### config.mk
export PLATFORM = sky130hd
export DESIGN_NAME = alu_unit
export DESIGN_NICKNAME = d
export VERILOG_FILES = /design/src/rtl/mcu_pkg.sv /design/src/rtl/alu_mul_seq.sv /design/src/rtl/alu_unit.sv
export SDC_FILE = /design/constraint.sdc
export NUM_CORES = 1
export LEC_CHECK = 0
export CAP_MARGIN = 20
export CORE_AREA = 2 2 125 127
export DETAILED_ROUTE_END_ITERATION = 10
export DIE_AREA = 0 0 127 129
export PLACE_DENSITY = 0.77
export SYNTH_ARGS = -nofsm -noshare
export SYNTH_HDL_FRONTEND = slang
export SYNTH_HIERARCHICAL = 1
export SYNTH_SLANG_ARGS = --single-unit
### constraint.sdc
create_clock -name clk -period 4.1 [get_ports clk]
set_input_delay 0.82 -clock clk [delete_from_list [all_inputs] [get_ports clk]]
set_output_delay 0.82 -clock clk [all_outputs]
set_load 0.02 [all_outputs]
### src/rtl/mcu_pkg.sv
`default_nettype none
// ============================================================================
//  Module      : mcu_pkg
//  Description : Shared MCU constants: ALU function codes, default datapath
//                width and the multiplier FSM state encoding. The instruction
//                controller imports the same constants.
//  Revision    : 1.0 - initial release
// ============================================================================
package mcu_pkg;

    // Default operand width; ALU results are twice this wide
    localparam int MCU_WIDTH = 16;

    // ALU function codes; any other code is a NOP that yields zero
    localparam logic [3:0] FN_ADD = 4'b0001;
    localparam logic [3:0] FN_MUL = 4'b0011;
    localparam logic [3:0] FN_AND = 4'b0101;
    localparam logic [3:0] FN_SHL = 4'b1000;

    // Iterative multiplier FSM encoding
    localparam int         ST_W    = 2;
    localparam logic [1:0] ST_IDLE = 2'd0;
    localparam logic [1:0] ST_MUL  = 2'd1;
    localparam logic [1:0] ST_DONE = 2'd2;

    // True when the code selects the multi-cycle multiply
    function automatic logic fn_is_mul(input logic [3:0] fn);
        return fn == FN_MUL;
    endfunction

endpackage
`default_nettype wire

### src/rtl/alu_mul_seq.sv
`default_nettype none
// ============================================================================
//  Module      : alu_mul_seq
//  Description : Iterative unsigned shift-add multiplier. One partial-product
//                step per cycle for WIDTH cycles, then a single DONE cycle in
//                which the finished product is presented with done high.
//  Revision    : 1.0 - initial release
// ============================================================================
module alu_mul_seq
    import mcu_pkg::*;
#(
    parameter int WIDTH = MCU_WIDTH
) (
    input  logic                 clk,
    input  logic                 rst,
    input  logic                 start,
    input  logic [WIDTH-1:0]     a,
    input  logic [WIDTH-1:0]     b,
    output logic                 busy,
    output logic                 done,
    output logic [2*WIDTH-1:0]   product
);

    localparam int CNT_W = $clog2(WIDTH);

    logic [ST_W-1:0]    r_state;
    logic [ST_W-1:0]    w_state_next;
    logic [2*WIDTH-1:0] r_mcand;
    logic [2*WIDTH-1:0] r_pp;
    logic [2*WIDTH-1:0] w_pp_sum;
    logic [WIDTH-1:0]   r_mplier;
    logic [CNT_W-1:0]   r_cnt;

    // Partial product plus shifted multiplicand: the long adder of the unit
    assign w_pp_sum = r_pp + r_mcand;
    assign product  = r_pp;

    // State register
    always_ff @(posedge clk) begin
        if (rst) begin
            r_state <= ST_IDLE;
        end else begin
            r_state <= w_state_next;
        end
    end

    // Next-state: IDLE -> MUL on start, MUL until the last iteration, one DONE cycle
    always_comb begin
        w_state_next = r_state;
        case (r_state)
            ST_IDLE: if (start)        w_state_next = ST_MUL;
            ST_MUL:  if (r_cnt == '0)  w_state_next = ST_DONE;
            ST_DONE:                   w_state_next = ST_IDLE;
            default:                   w_state_next = ST_IDLE;
        endcase
    end

    // Status outputs decoded from the registered state
    always_comb begin
        busy = 1'b0;
        done = 1'b0;
        case (r_state)
            ST_MUL:  busy = 1'b1;
            ST_DONE: begin
                busy = 1'b1;
                done = 1'b1;
            end
            default: ;
        endcase
    end

    // Operand latching and one shift-add step per MUL cycle
    always_ff @(posedge clk) begin
        if (rst) begin
            r_mcand  <= '0;
            r_mplier <= '0;
            r_pp     <= '0;
            r_cnt    <= '0;
        end else begin
            case (r_state)
                ST_IDLE: begin
                    if (start) begin
                        r_mcand  <= {{WIDTH{1'b0}}, a};
                        r_mplier <= b;
                        r_pp     <= '0;
                        r_cnt    <= CNT_W'(WIDTH - 1);
                    end
                end
                ST_MUL: begin
                    if (r_mplier[0]) begin
                        r_pp <= w_pp_sum;
                    end
                    r_mcand  <= r_mcand << 1;
                    r_mplier <= r_mplier >> 1;
                    if (r_cnt != '0) begin
                        r_cnt <= r_cnt - 1'b1;
                    end
                end
                default: ;
            endcase
        end
    end

endmodule
`default_nettype wire

### src/rtl/alu_unit.sv
`default_nettype none
// ============================================================================
//  Module      : alu_unit
//  Description : MCU arithmetic/logic unit. ADD, AND, SHL and NOP complete
//                the cycle after start; MUL is delegated to the iterative
//                multiplier. Holds the result register and merges the
//                done/busy status of both paths.
//  Revision    : 1.0 - initial release
// ============================================================================
module alu_unit
    import mcu_pkg::*;
#(
    parameter int WIDTH = MCU_WIDTH
) (
    input  logic                 clk,
    input  logic                 rst,
    input  logic                 start,
    input  logic [3:0]           functionSelect,
    input  logic [WIDTH-1:0]     arin,
    input  logic [WIDTH-1:0]     brin,
    output logic [2*WIDTH-1:0]   dataACC,
    output logic                 busy,
    output logic                 done
);

    localparam int               SH_W      = $clog2(2 * WIDTH);
    localparam logic [WIDTH-1:0] SHL_LIMIT = WIDTH'(2 * WIDTH);

    logic                 w_accept;
    logic                 w_mul_start;
    logic                 w_single;
    logic                 w_mul_busy;
    logic                 w_mul_done;
    logic [2*WIDTH-1:0]   w_mul_product;
    logic [WIDTH:0]       w_sum;
    logic [2*WIDTH-1:0]   w_ext_a;
    logic [2*WIDTH-1:0]   w_shl;
    logic [2*WIDTH-1:0]   w_result;
    logic [2*WIDTH-1:0]   r_acc;
    logic                 r_done;

    // A start is only honoured while the multiplier is idle; it is never queued
    assign w_accept    = start & ~w_mul_busy;
    assign w_mul_start = w_accept &  fn_is_mul(functionSelect);
    assign w_single    = w_accept & ~fn_is_mul(functionSelect);

    alu_mul_seq #(
        .WIDTH   (WIDTH)
    ) u_mul (
        .clk     (clk),
        .rst     (rst),
        .start   (w_mul_start),
        .a       (arin),
        .b       (brin),
        .busy    (w_mul_busy),
        .done    (w_mul_done),
        .product (w_mul_product)
    );

    // Single-cycle datapath: carry-out add, bitwise AND and barrel shift
    always_comb begin
        w_sum   = {1'b0, arin} + {1'b0, brin};
        w_ext_a = {{WIDTH{1'b0}}, arin};
        w_shl   = (brin >= SHL_LIMIT) ? '0 : (w_ext_a << brin[SH_W-1:0]);
        case (functionSelect)
            FN_ADD:  w_result = {{(WIDTH-1){1'b0}}, w_sum};
            FN_AND:  w_result = {{WIDTH{1'b0}}, arin & brin};
            FN_SHL:  w_result = w_shl;
            default: w_result = '0;
        endcase
    end

    // Result register: loads on single-cycle completion or on multiply DONE
    always_ff @(posedge clk) begin
        if (rst) begin
            r_acc  <= '0;
            r_done <= 1'b0;
        end else begin
            r_done <= w_single;
            if (w_single) begin
                r_acc <= w_result;
            end else if (w_mul_done) begin
                r_acc <= w_mul_product;
            end
        end
    end

    // The product is already registered in the multiplier during DONE, so it
    // is forwarded there to appear in the same cycle as the done pulse
    assign dataACC = w_mul_done ? w_mul_product : r_acc;
    assign busy    = w_mul_busy;
    assign done    = r_done | w_mul_done;

endmodule
`default_nettype wire

==> impl_metrics.ini, run 1 <==
[logic_synthesis]
async_flop_share = 0
synth-edff-count = 0
synth_top_family_by_area = compound AO/OA/AOI/OAI gates
syn_avg_cell_area_um2 = 8.46
ys.flop_type = dfxtp_1
synth-compound-area-share = 0.251
synth.ff_latch_count = 119
yosysWarnings = 6
synthCells = 991
syn_nets = 1085
synth_area_mm2 = 0.00839
synthAdderAreaFrac = 0.0838
yosys.area_share.xor_xnor = 0.0376
synthDistinctLibCells = 73
yosys.area_share.simple = 0.157
synthMuxAreaShare = 0.145
seq_area_frac_synth = 0.284

[timing]
finClkSkew_ps = 9.67
fmax_ghz = 0.309
grt_setup_unrepaired = no
setup_tns_ps = 0
fin_hold_ws_ps = 483
drv_slew = 0
slew-limit-headroom = 0.348
period_needed_ps = 3230
setup_ws_ps = 867
finalSetupViolCount = 0
worst_slew_pin_slew_ps = 978
final_hold_viol_count = 0
post-route-period-util = 0.789

[place]
port_buffers = 72
pre_cts_slack_ps = 538
gp_congestion = 0.984
hpwl_mm = 18.9
placed_cells = 1219

[grt]
grt_max_degree = 64
grt.overflow.total = 0
grt_usage = 0.312
met1_usage = 0.413
antenna_found_initial = 0
met3_usage = 0.0703
grt_pass1_vias = 7309
grt_pass1_wl_mm = 39.6
grt.met2_usage = 0.491
grt-busiest-layer = met2

[worst_setup_path]
crit_path_start_kind = flip-flop
crit_path_end = dataACC[15]
ff2ff_path_depth = 12
cp_max_fo = 33
critPathCaptureType = output pin
r2r_slack_ps = 880
r2r-end = u_mul/product[30]
critPathMostFrequentCell = inv_1
startpoint = u_mul/r_state[0]
cpMaxStageDelayCell = clkdlybuf4s50_1
required_ps = 3280
rr_startpoint = u_mul/product[13]
critPathArrivalTime_ps = 2410
critPathMaxStageDelay_ps = 540
cp_cell_sequence = inv_1, ha_1, buf_4, mux2i_1, inv_1, clkdlybuf4s50_1
critPathKind = flip-flop to output pin

[cells_and_area]
synthToLayoutAreaGrowth_pct = 17.4
layout_commonest_cell = dfxtp_1
final_layout_size_suffix_gt1_frac = 0.113
n_fill_cell = 1306
diodes = 0
final_cell_count_no_fill = 1250
nets = 1144
final_cell_mix = dfxtp_1 (119), nor2_1 (100), nand2_1 (93)

[routing]
dr.pass1.iters = 5
post_drt_via_cell_ratio = 6.36
antenna_violating_nets_post_route = 0
drc_errors = 0
drt_iter0_markers = 794
wire_per_inst_um = 20.3
num_vias = 7956
wl_mm = 25.4

[floorplan]
die_area_mm2 = 0.0164
rows = 45
ios = 73
start_util = 0.560
core_mm2 = 0.0150
die_h_um = 129
die_w_um = 127

[min_path]
worstHoldPathType = flip-flop to flip-flop

[clock_network]
numCtsBuffers = 17
cts_setup_buffers = 0
cts_htree_levels = 4
clk_pin_slew_ps = 50
cts_sinks = 119
clk_latency_ps = 420
cts_root_buf = clkbuf_16
ctsResizeCount = 0
ctsHoldBuffers = 0
clock_path_buffers = 2
cts_tree = done

[power_and_ir_drop]
power.total_uw = 4230
p_leak_uw = 0.00402
peakVddDrop_mv = 0.309
p_per_area_mw_per_mm2 = 429

[run]
maxCapViolations = 0

[status]
outcome = complete, no violations
worst max-delay path: cells and delay by family, from the launching register on:
kind,cells,cell delay (ps)
multiplexers,1,380
adder cells (fa/ha/maj),1,160
buffers and inverters,4,1110
flip-flops,1,320
Yosys cell counts (6+ instances only):
cell        n  area [µm²]
a22oi_1    40         300
buf_2       7        35.0
nand4_1     7        43.8
a22o_1     17         149
o21ai_1    20         100
nor2b_1     9        56.3
nand3_1    22         110
nand2_1    93         349
inv_1      23        86.3
o21ai_0    24         120
mux2i_1    51         510
mux2_2     36         405
a21o_1     29         218
ha_1       53         663
dfxtp_1   119        2380
buf_1       6        22.5
a221oi_1    8        70.1
or2_2       6        37.5
clkbuf_1   39         146
mux4_2      8         180
o21bai_1    7        52.6
nor3_1     10        50.1
and3_1      8        50.1
xnor2_1    23         201
a31oi_1     8        50.1
a21oi_1    70         350
a211oi_1   38         285
or3_1       9        56.3
nor2_1    101         379
o21a_1      6        45.0
xor2_1     13         114
nand2b_1   10        62.6
stage by stage:
stage	area, µm²	util
4_1_cts	9840	0.657
5_1_grt	9840	0.657
6_report	9840	0.657
3_5_place_dp	9290	0.620
3_3_place_gp	9280	0.620
2_1_floorplan	8390	-
worst min-delay path by stage:
stage                     slack (ps)  cells past startpoint                from                 end
after global routing             510                      2  u_mul/r_mplier[14]  u_mul/r_mplier[14]
after floorplan                  430                      2  u_mul/r_mplier[15]  u_mul/r_mplier[15]
after CTS                        490                      2  u_mul/r_mplier[15]  u_mul/r_mplier[15]
final                            480                      2  u_mul/r_mplier[15]  u_mul/r_mplier[15]
after detailed placement         480                      2  u_mul/r_mplier[15]  u_mul/r_mplier[15]
after global placement           470                      2  u_mul/r_mplier[15]  u_mul/r_mplier[15]
sequential cells by signal, summed over array words and instances (netlist names):
name / cells
r_acc: 32
u_mul/r_mcand: 32
r_done: 1
u_mul/r_cnt: 4
u_mul/r_state: 2
u_mul/r_mplier: 16
u_mul/product: 32
power by group:
part,internal [µW],leakage [µW],switching (µW)
sequential,1260,0.000964,75.0
clock,857,0.000271,554
combinational,545,0.00278,932
total,2660,0.00402,1560
kinds of logic (layout without fill, tap and decap cells):
family,Yosys count,count (layout)
mux,101,101
simple gates,290,290
fa+ha+maj,55,55
compound gates,309,309
flops,119,119
xor+xnor,36,36
buf+inv,81,152
layout make-up:
cell class                      instances  area, µm²  share of cell area
Clock buffer                           19        453              0.0460
Clock inverter                         12        104              0.0105
Inverter                               26       97.6             0.00991
Multi-Input combinational cell        791       5680               0.577
Sequential cell                       119       2380               0.242
Tap cell                              188        235              0.0239
Timing Repair Buffer                   95        888              0.0902
routing by layer:
layer,part of all wire,up-vias
met3,0.075,68
met2,0.45,345
met4,0.036,0
met5,0,-
li1,-,3819
met1,0.44,3724
Power figures use the tool's default switching activity.
==> run 2: changes to the inputs <==
--- a/config.mk
+++ b/config.mk
@@ -6,10 +6,10 @@
 export NUM_CORES = 1
 export LEC_CHECK = 0
 export CAP_MARGIN = 20
-export CORE_AREA = 2 2 125 127
+export CORE_AREA = 2 2 129 131
 export DETAILED_ROUTE_END_ITERATION = 10
-export DIE_AREA = 0 0 127 129
-export PLACE_DENSITY = 0.77
+export DIE_AREA = 0 0 131 133
+export PLACE_DENSITY = 0.75
 export SYNTH_ARGS = -nofsm -noshare
 export SYNTH_HDL_FRONTEND = slang
 export SYNTH_HIERARCHICAL = 1
==> constraint.sdc (replaced) <==
create_clock -name clk -period 2.7 [get_ports clk]
set_input_delay 0.54 -clock clk [delete_from_list [all_inputs] [get_ports clk]]
set_output_delay 0.54 -clock clk [all_outputs]
set_load 0.02 [all_outputs]
==> run 2 against run 1 <==
Net effect: the run now ends with negative setup slack left; register-to-register slack got worse by 1100 ps; combinational power increased by 92%; via count increased by 9.4%; non-clock buffer count increased by 169; clock skew increased by 1.0 ps; total power increased by 72%; critical path type is now flip-flop to flip-flop; final cell count increased by 16%; clock power increased by 72%.
==> impl_metrics.ini, run 2 (synthesis gave the netlist of run 1 again) <==
[status]
outcome = complete, but fails checks
failed_checks = negative setup slack

[worst_setup_path]
required_ps = 3030
critPathMostFrequentCell = a21o_1
critPathMaxStageDelay_ps = 410
r2r_slack_ps = -260
critPathCaptureType = flip-flop
cp_max_fo = 2
critPathKind = flip-flop to flip-flop
crit_path_start_kind = flip-flop
cp_cell_sequence = ha_4, a21o_1, a21o_1, a21o_1, or3b_4, a21oi_4, nor2_2, a221o_1, a311oi_2, o21ai_1, xnor2_1, a22o_1
critPathArrivalTime_ps = 3290
cpMaxStageDelayCell = or3b_4

[floorplan]
die_area_mm2 = 0.0174
die_w_um = 131
ios = 73
rows = 47
die_h_um = 133
start_util = 0.519
core_mm2 = 0.0162

[place]
pre_cts_slack_ps = -508
hpwl_mm = 21.3
port_buffers = 72
gp_congestion = 0.945

[grt]
antenna_found_initial = 0
grt_pass1_wl_mm = 44.6
grt.overflow.total = 0
grt_max_degree = 56
grt_pass1_vias = 8503
grt_usage = 0.335

[cells_and_area]
final_cell_mix = buf_4 (182), dfxtp_1 (114), nor2_1 (99)
final_layout_size_suffix_gt1_frac = 0.271
synthToLayoutAreaGrowth_pct = 37.7
layout_commonest_cell = buf_4
diodes = 0
fin_util = 0.714
nets = 1313
n_fill_cell = 1282

[routing]
num_vias = 8707
drc_errors = 0
dr.pass1.iters = 5
post_drt_via_cell_ratio = 6.00
wire_per_inst_um = 20.0
drt_iter0_markers = 692
wl_mm = 29.0
antenna_violating_nets_post_route = 0

[timing]
drv_slew = 0
setup_tns_ps = -564
worst_slew_pin_slew_ps = 660
fmax_ghz = 0.338
grt_setup_unrepaired = yes
finClkSkew_ps = 10.7
post-route-period-util = 1.10
setup_ws_ps = -262
final_hold_viol_count = 0
fin_hold_ws_ps = 477
slew-limit-headroom = 0.560
period_needed_ps = 2960
finalSetupViolCount = 5

[clock_network]
cts_tree = done
clock_path_buffers = 2
cts_root_buf = clkbuf_16
clk_pin_slew_ps = 60
numCtsBuffers = 17
cts_htree_levels = 4
cts_sinks = 119
clk_latency_ps = 430

[power_and_ir_drop]
p_seq_frac = 0.278
p_leak_uw = 0.00512
combPwrFrac = 0.390
peakVddDrop_mv = 0.651
clock_power_share = 0.332
intPower_uw = 4660
power.total_uw = 7280
p_per_area_mw_per_mm2 = 630
p_sw_uw = 2630
power_switching_share = 0.361

[min_path]
worstHoldPathType = flip-flop to flip-flop

[run]
maxCapViolations = 0
[run 2: cell types whose count changed in the layout (fill, tap and decap cells not counted), sizes merged]
| cell | before | now |
|---|---|---|
| clkbuf | 19 | 20 |
| buf | 24 | 192 |
| bufinv | 1 | 3 |
| bufbuf | 0 | 1 |
| clkdlybuf4s50 | 71 | 38 |
| dlygate4sd2 | 0 | 33 |
| clkinvlp | 3 | 2 |
| clkinv | 8 | 5 |
| inv | 26 | 27 |
[run 2: power groups by stage]
| stage | logic, µW | clock network (µW) | registers [µW] |
|---|---|---|---|
| after global routing | 3060 | 2510 | 2040 |
| after global placement | 2610 | 0 | 2050 |
| final | 2840 | 2420 | 2020 |
| after floorplan | 1610 | 0 | 2030 |
| after detailed placement | 2670 | 0 | 2050 |
| after CTS | 2780 | 2430 | 2020 |
[run 2: final timing paths]
kind,from,cells past startpoint,to
worst min-delay path,u_mul/r_mplier[15],2,u_mul/r_mplier[15]
worst max register to register,u_mul/product[13],12,u_mul/product[30]
worst min register to register,u_mul/r_mplier[15],2,u_mul/r_mplier[15]
worst max-delay path,u_mul/product[13],12,u_mul/product[30]
[run 2: routing by layer]
| layer | global-route usage | up-vias | routed length [µm] |
|---|---|---|---|
| li1 | - | 4149 | - |
| met1 | 0.418 | 4148 | 12300 |
| met2 | 0.538 | 343 | 13500 |
| met3 | 0.0712 | 67 | 1910 |
| met4 | 0.173 | 0 | 1330 |
| met5 | 0 | - | 0 |
[run 2: critical path: cells and delay by family, from the launching register on]
| kind | cells | cell delay, ps |
|---|---|---|
| compound gates | 8 | 1680 |
| simple gates | 2 | 470 |
| flops | 1 | 330 |
| fa+ha+maj | 1 | 230 |
| xor+xnor | 1 | 140 |
[run 2: cell type report]
| type | instances | area (µm²) | area share |
|---|---|---|---|
| Sequential cell | 119 | 2390 | 0.207 |
| Clock inverter | 11 | 146 | 0.0127 |
| Timing Repair Buffer | 264 | 2240 | 0.194 |
| Multi-Input combinational cell | 791 | 5930 | 0.514 |
| Inverter | 26 | 97.6 | 0.00845 |
| Tap cell | 220 | 275 | 0.0238 |
| Clock buffer | 20 | 467 | 0.0404 |
[run 2: through the flow]
step,cells,cell area (µm²)
global placement,1410,10600
global route,1451,11600
detailed placement,1410,10600
floorplan,991,8410
finish,1451,11600
CTS,1444,11300
[run 2: timing repair]
action / 4_1_cts / 5_1_grt
buffers inserted: 4 / 7
gates cloned: 1 / 0
endpoints found under the setup margin: 45 / 28
pin swaps: 16 / 36
gates resized for setup: 55 / 39
hold buffers: 0 / 0
==> variant 1: new RTL, config.mk and constraints of run 2 <==
Register the output `dataACC`; this adds one clock of latency there. The other outputs are not delayed to match.
--- a/src/rtl/alu_unit.sv
+++ b/src/rtl/alu_unit.sv
@@ -87,7 +87,9 @@
 
     // The product is already registered in the multiplier during DONE, so it
     // is forwarded there to appear in the same cycle as the done pulse
-    assign dataACC = w_mul_done ? w_mul_product : r_acc;
+    always_ff @(posedge clk) begin
+        dataACC <= w_mul_done ? w_mul_product : r_acc;
+    end
     assign busy    = w_mul_busy;
     assign done    = r_done | w_mul_done;
 
Formal check against the unedited RTL: not equivalent (a bounded check fails within 4 cycles, from zero or initial values and one cycle with rst high).
==> variant 1 against run 2 <==
- clock power decreased by 5%
- final cell count rose by 2.6%
- highest routed layer unchanged
- sequential cell count is 32 higher
- synthesized cell count increased by 3.2%
- first-iteration DRC count grew 20%
- the flow still finishes with violations (setup timing)
- sequential power is 24% higher
- critical path depth is 3 higher
- critical path type unchanged
- total power is 3.6% higher
- routed wire length grew 3.8%
- critical endpoint unchanged
- largest power group unchanged
- utilization increased by 3.7 points
- cell area up 5.1%
- die area unchanged
- worst setup slack better by 0.029 ns
- area after synthesis grew 7.6%
==> variant 1: results (changes against run 2) <==
| Metric | Value |
|---|---|
| Clock Skew | `0.0149 ns (was 0.0107 ns)` |
| Critical path data arrival time | `3.26 ns (was 3.29 ns)` |
| Worst slew pin tran | `0.630 ns (was 0.660 ns)` |
| Clock transition at path regs | `0.07 ns` |
| Share of cells above drive strength 1 | `26.7% (was 27.1%)` |
| Failing checks | `setup timing (unchanged)` |
| Hold path depth | `2 (unchanged)` |
| Worst vdd ir | `0.545 mV (was 0.651 mV)` |
| Worst hold path class | `register to register (unchanged)` |
| P_leak | `0.00522 uW (was 0.00512 uW)` |
| Cells after Synth | `1023 (was 991)` |
| Xor/xnor share of the synthesized area | `3.49% (was 3.76%)` |
| Non-Filler Instances | `1489 (was 1451)` |
| CP max-delay cell | `a311oi_2 (was or3b_4)` |
| WL/cell | `20.2 um (was 20.0 um)` |
| Number of nets in the layout | `1350 (was 1313)` |
| CP peak stage delay | `0.40 ns` |
| Setup slack at placement | `-0.339 ns (was -0.508 ns)` |
| Seq/Total Area, Yosys | `33.5% (was 28.4%)` |
| Family with the most delay on the worst path | `compound AO/OA/AOI/OAI gates (unchanged)` |
| Worst setup margin | `-0.233 ns (was -0.262 ns)` |
| FF-to-FF path depth | `15 (was 12)` |
| Commonest cells post-synth | `151 x dfxtp_1, 101 x nor2_1, 93 x nand2_1, 70 x a21oi_1, 53 x ha_1 (was 119 x dfxtp_1, 101 x nor2_1, 93 x nand2_1, 70 x a21oi_1, 53 x ha_1)` |
| Fraction of synthesized area in multiplexers | `13.4% (was 14.5%)` |
| Global placement routability congestion | `1.01 (was 0.945)` |
| GRT Resource Usage Total | `34.3% (was 33.5%)` |
| Initial drt markers | `828 (was 692)` |
| DR vias/cell | `6.09 (was 6.00)` |
| Post-synthesis net count | `1117 (was 1085)` |
| Status | `finished with violations (unchanged)` |
| Worst Path Max Fanout | `3 (was 2)` |
| R2r startpoint | `u_mul/r_mcand[0] (was u_mul/product[13])` |
| Number of placed instances, taps included | `1449 (was 1410)` |
| Synth top area cells | `dfxtp_1 33%, ha_1 7.3%, mux2i_1 5.7%, mux2_2 4.5%, nor2_1 4.2% (was dfxtp_1 28%, ha_1 7.9%, mux2i_1 6.1%, mux2_2 4.8%, nor2_1 4.5%)` |
| Largest net degree at the start of global routing | `61 (was 56)` |
| First-pass GRT wire length | `45900 um (was 44600 um)` |
| Detailed Place HPWL | `22300 um (was 21300 um)` |
| Ys Warns | `6 (unchanged)` |
| Worst-Skew Late Latency | `0.44 ns` |
| Compound-cell area share of the yosys netlist | `23.4% (was 25.1%)` |
| DR pass1 iterations | `7 (was 5)` |
| FILL cells | `1176 (was 1282)` |
| Post-synthesis adder-cell area fraction | `7.79% (was 8.38%)` |
| Clock buffer depth | `2 (unchanged)` |
| Final setup viols | `3 (was 5)` |
| Initial antenna violation count | `0 (unchanged)` |
| Vias in the first global route | `8604 (was 8503)` |
-- variant 1: cell types whose count changed in the layout (fill, tap and decap cells not counted), moves of 3 or more --
cell	before	now
dlygate4sd2_1	33	0
a21oi_1	60	63
buf_4	182	191
clkinv_4	1	4
dfxtp_1	114	142
buf_6	3	0
a21oi_4	5	2
clkdlybuf4s50_1	38	71
bufinv_16	3	0
inv_8	0	3
clkbuf_8	3	0
dfxtp_2	4	9
-- variant 1: per-layer routing --
metal  wire [um]  vias to the layer above  global-route usage, %
li1            -                     4277                      -
met1       13100                     4354                   46.0
met2       14200                      367                   55.1
met3        1730                       71                   5.46
met4        1070                        0                   13.3
met5           0                        -                      0
-- variant 1: logic make-up (layout without fill, tap and decap cells) --
logic type,Yosys count,after routing
AOI/OAI and AO/OA,309,309
xor gates and xnor gates,36,36
adders and majority gates,55,55
buffers and inverters,81,327
DFF,151,151
muxes,101,101
and+or+nand+nor,290,290
-- variant 1: what timing repair did --
| action | CTS | global route |
|---|---|---|
| pin swaps | 13 | 32 |
| resized for setup | 11 | 42 |
| setup buffers | 2 | 6 |
| setup endpoints to repair | 13 | 19 |
-- variant 1: worst max path at each step --
stage                                  from                 to  cells after the start
after detailed placement            arin[0]          r_acc[12]                     11
after floorplan           u_mul/product[13]  u_mul/product[30]                     12
after CTS                 u_mul/r_mcand[13]  u_mul/product[30]                     12
after global routing       u_mul/r_mcand[0]  u_mul/product[30]                     15
after global placement              brin[0]          r_acc[30]                      8
final                      u_mul/r_mcand[0]  u_mul/product[30]                     15
-- variant 1: worst reg2reg max path, cell delays in order, from the launching register on --
cell	delay [ns]
dfxtp_2	0.34
ha_4	0.17
inv_4	0.05
fa_2	0.20
inv_2	0.04
a21o_1	0.17
a21oi_2	0.17
buf_4	0.15
o211ai_1	0.09
a21oi_2	0.17
nor2_2	0.06
a221o_1	0.36
a311oi_2	0.40
o21ai_1	0.13
xnor2_1	0.14
a22o_1	0.18
-- variant 1: per-stage QoR --
step	utilization (%)	instance area [um2]	setup TNS, ns	hold slack (ns)
6_report	75.1	12100	-0.500	0.463
5_1_grt	75.1	12100	-1.25	0.489
4_1_cts	73.7	11900	-0.929	0.467
3_5_place_dp	69.9	11300	-5.81	0.453
3_3_place_gp	69.9	11300	-4.50	0.445
2_1_floorplan	-	9050	-0.0673	0.425
-- variant 1: where the power goes --
group          total [uW]  switching (uW)  internal [uW]  leakage (uW)
clock                2310            1100           1210      0.000273
sequential           2500             108           2400       0.00123
combinational        2730            1580           1150       0.00372
-- variant 1: area by class of cell --
class	instances	area, um2	area share (%)
timing repair buffer	269	2270	18.7
clock buffer	17	425	3.50
sequential	151	3030	25.0
inverter	26	100	0.824
clock inverter	15	136	1.12
tap	220	275	2.27
multi-input combinational	791	5900	48.6
==> variant 2: new RTL, config.mk and constraints of run 2 <==
Without the edit above. Set the package constant `MCU_WIDTH` to 8 (it was 16).
--- a/src/rtl/mcu_pkg.sv
+++ b/src/rtl/mcu_pkg.sv
@@ -9,7 +9,7 @@
 package mcu_pkg;
 
     // Default operand width; ALU results are twice this wide
-    localparam int MCU_WIDTH = 16;
+    localparam int MCU_WIDTH = 8;
 
     // ALU function codes; any other code is a NOP that yields zero
     localparam logic [3:0] FN_ADD = 4'b0001;
Ports: changed (resized arin, brin and dataACC); port bits go from 73 to 41. The function was not compared with the original's and may differ.
==> variant 2 against run 2 <==
- area after synthesis decreased by 47%
- sequential cell count down 57
- worst setup slack better by 0.35 ns
- routed wire length down 56%
- combinational power fell by 51%
- worst hold slack lost 0.00069 ns
- total power shrank 49%
- die area is the same
- register-to-register slack better by 0.52 ns
- cell area shrank 51%
- largest power group unchanged
==> variant 2: results (changes against run 2) <==
| Metric | Value |
|---|---|
| Top cell type's share of synthesized area | `27.9% (was 28.4%)` |
| GRT Resource Usage Total | `15.1% (was 33.5%)` |
| Routed wire length | `12800 um (was 29000 um)` |
| Cells after Synth | `520 (was 991)` |
| DR pass1 iterations | `5 (unchanged)` |
| Post-synthesis net count | `576 (was 1085)` |
| Clock Skew | `0.00721 ns (was 0.0107 ns)` |
| Number of placed instances, taps included | `792 (was 1410)` |
| Setup slack at placement | `-0.0829 ns (was -0.508 ns)` |
| Synth unique cells | `77 (was 73)` |
| Post_cts resized | `0 (was 55)` |
| WL/cell | `15.9 um (was 20.0 um)` |
| Global placement routability congestion | `0.936 (was 0.945)` |
| DR vias/cell | `5.14 (was 6.00)` |
| Setup Fix Bufs, Post-CTS | `0 (was 4)` |
| Family with the most delay on the worst path | `buffers and inverters (was compound AO/OA/AOI/OAI gates)` |
| Status | `completed (was finished with violations)` |
| Total CTS buffers | `9 (was 17)` |
| Hold Slack | `0.476 ns (was 0.477 ns)` |
| CP max-delay cell | `clkdlybuf4s50_1 (was or3b_4)` |
| Worst slew pin tran | `0.645 ns (was 0.660 ns)` |
| Vias in the first global route | `3943 (was 8503)` |
| First-pass GRT wire length | `20800 um (was 44600 um)` |
| Detailed Place HPWL | `9880 um (was 21300 um)` |
| Worst-Skew Late Latency | `0.33 ns (was 0.43 ns)` |
| Commonest cells post-synth | `62 x dfxtp_1, 59 x nor2_1, 40 x nand2_1, 31 x ha_1, 29 x a21oi_1 (was 119 x dfxtp_1, 101 x nor2_1, 93 x nand2_1, 70 x a21oi_1, 53 x ha_1)` |
| Synth top area cells | `dfxtp_1 28%, ha_1 8.7%, mux2i_1 6.1%, nor2_1 5.0%, mux2_2 4.8% (was dfxtp_1 28%, ha_1 7.9%, mux2i_1 6.1%, mux2_2 4.8%, nor2_1 4.5%)` |
| Worst Path Max Fanout | `17 (was 2)` |
| Number of nets in the layout | `639 (was 1313)` |
| Clock buffer depth | `2 (unchanged)` |
| Worst hold path class | `register to register (unchanged)` |
| Largest net degree at the start of global routing | `31 (was 56)` |
| Ys Warns | `6 (unchanged)` |
| Seq/Total Area, Yosys | `27.9% (was 28.4%)` |
| Critical path data arrival time | `2.07 ns (was 3.29 ns)` |
| Share of cells above drive strength 1 | `16.5% (was 27.1%)` |
| R2R Setup Slk | `0.26 ns (was -0.26 ns)` |
| FFs w/ async S/R, synth | `0% (unchanged)` |
| Switching power | `1310 uW (was 2630 uW)` |
| Clock transition at path regs | `0.06 ns (about the same)` |
| CTS H-tree depth | `3 (was 4)` |
| Fmax | `0.383 GHz (was 0.338 GHz)` |
| P_leak | `0.00238 uW (was 0.00512 uW)` |
| Antenna fix cells | `0 (unchanged)` |
| CP peak stage delay | `0.56 ns (was 0.41 ns)` |
| Port Buf Inserts | `40 (was 72)` |
| Ys flop type | `dfxtp_1 (unchanged)` |
| Initial drt markers | `260 (was 692)` |
| Worst vdd ir | `0.299 mV (was 0.651 mV)` |
| Root Driver | `clkbuf_16 (unchanged)` |
| Initial antenna violation count | `0 (unchanged)` |
-- variant 2: per-stage QoR --
| stage | TNS, ns | instance area [um2] |
|---|---|---|
| after floorplan | 0 | 4450 |
| final | 0 | 5620 |
| after detailed placement | -0.115 | 5280 |
| after global placement | -0.0127 | 5280 |
| after CTS | 0 | 5580 |
| after global routing | 0 | 5620 |
-- variant 2: worst paths after layout --
kind,start,to,depth (start not counted)
setup reg to reg,u_mul/r_state[0],u_mul/product[15],9
hold reg to reg,u_mul/r_cnt[0],u_mul/r_cnt[0],1
hold / removal,u_mul/r_cnt[0],u_mul/r_cnt[0],1
setup / recovery,u_mul/r_state[0],dataACC[7],5
-- variant 2: cell families (layout without fill, tap and decap cells) --
logic type / after synthesis / count (layout) / synth area share (%)
AOI/OAI and AO/OA: 149 / 149 / 23.3
xor gates and xnor gates: 11 / 11 / 2.17
adders and majority gates: 33 / 33 / 9.62
buffers and inverters: 46 / 113 / 4.61
DFF: 62 / 62 / 27.9
muxes: 50 / 50 / 12.9
and+or+nand+nor: 169 / 169 / 19.5
-- variant 2: power by group through the flow --
stage          clock network [uW]  registers (uW)  logic, uW
2_1_floorplan                   0            1080        972
3_3_place_gp                    0            1100       1360
3_5_place_dp                    0            1100       1380
4_1_cts                      1210            1090       1400
5_1_grt                      1250            1100       1540
6_report                     1200            1090       1400
-- variant 2: layout make-up --
class | instances | area, um2
multi-input combinational | 412 | 3000
inverter | 20 | 75.1
clock buffer | 12 | 267
sequential | 62 | 1240
tap | 220 | 275
clock inverter | 3 | 42.5
timing repair buffer | 78 | 712
fill | 1645 | 10600
-- variant 2: layer usage --
layer	routed length [um]	GRT usage [%]
met2	5850	23.7
met4	181	3.37
met3	618	2.55
met5	0	0
met1	6160	21.6
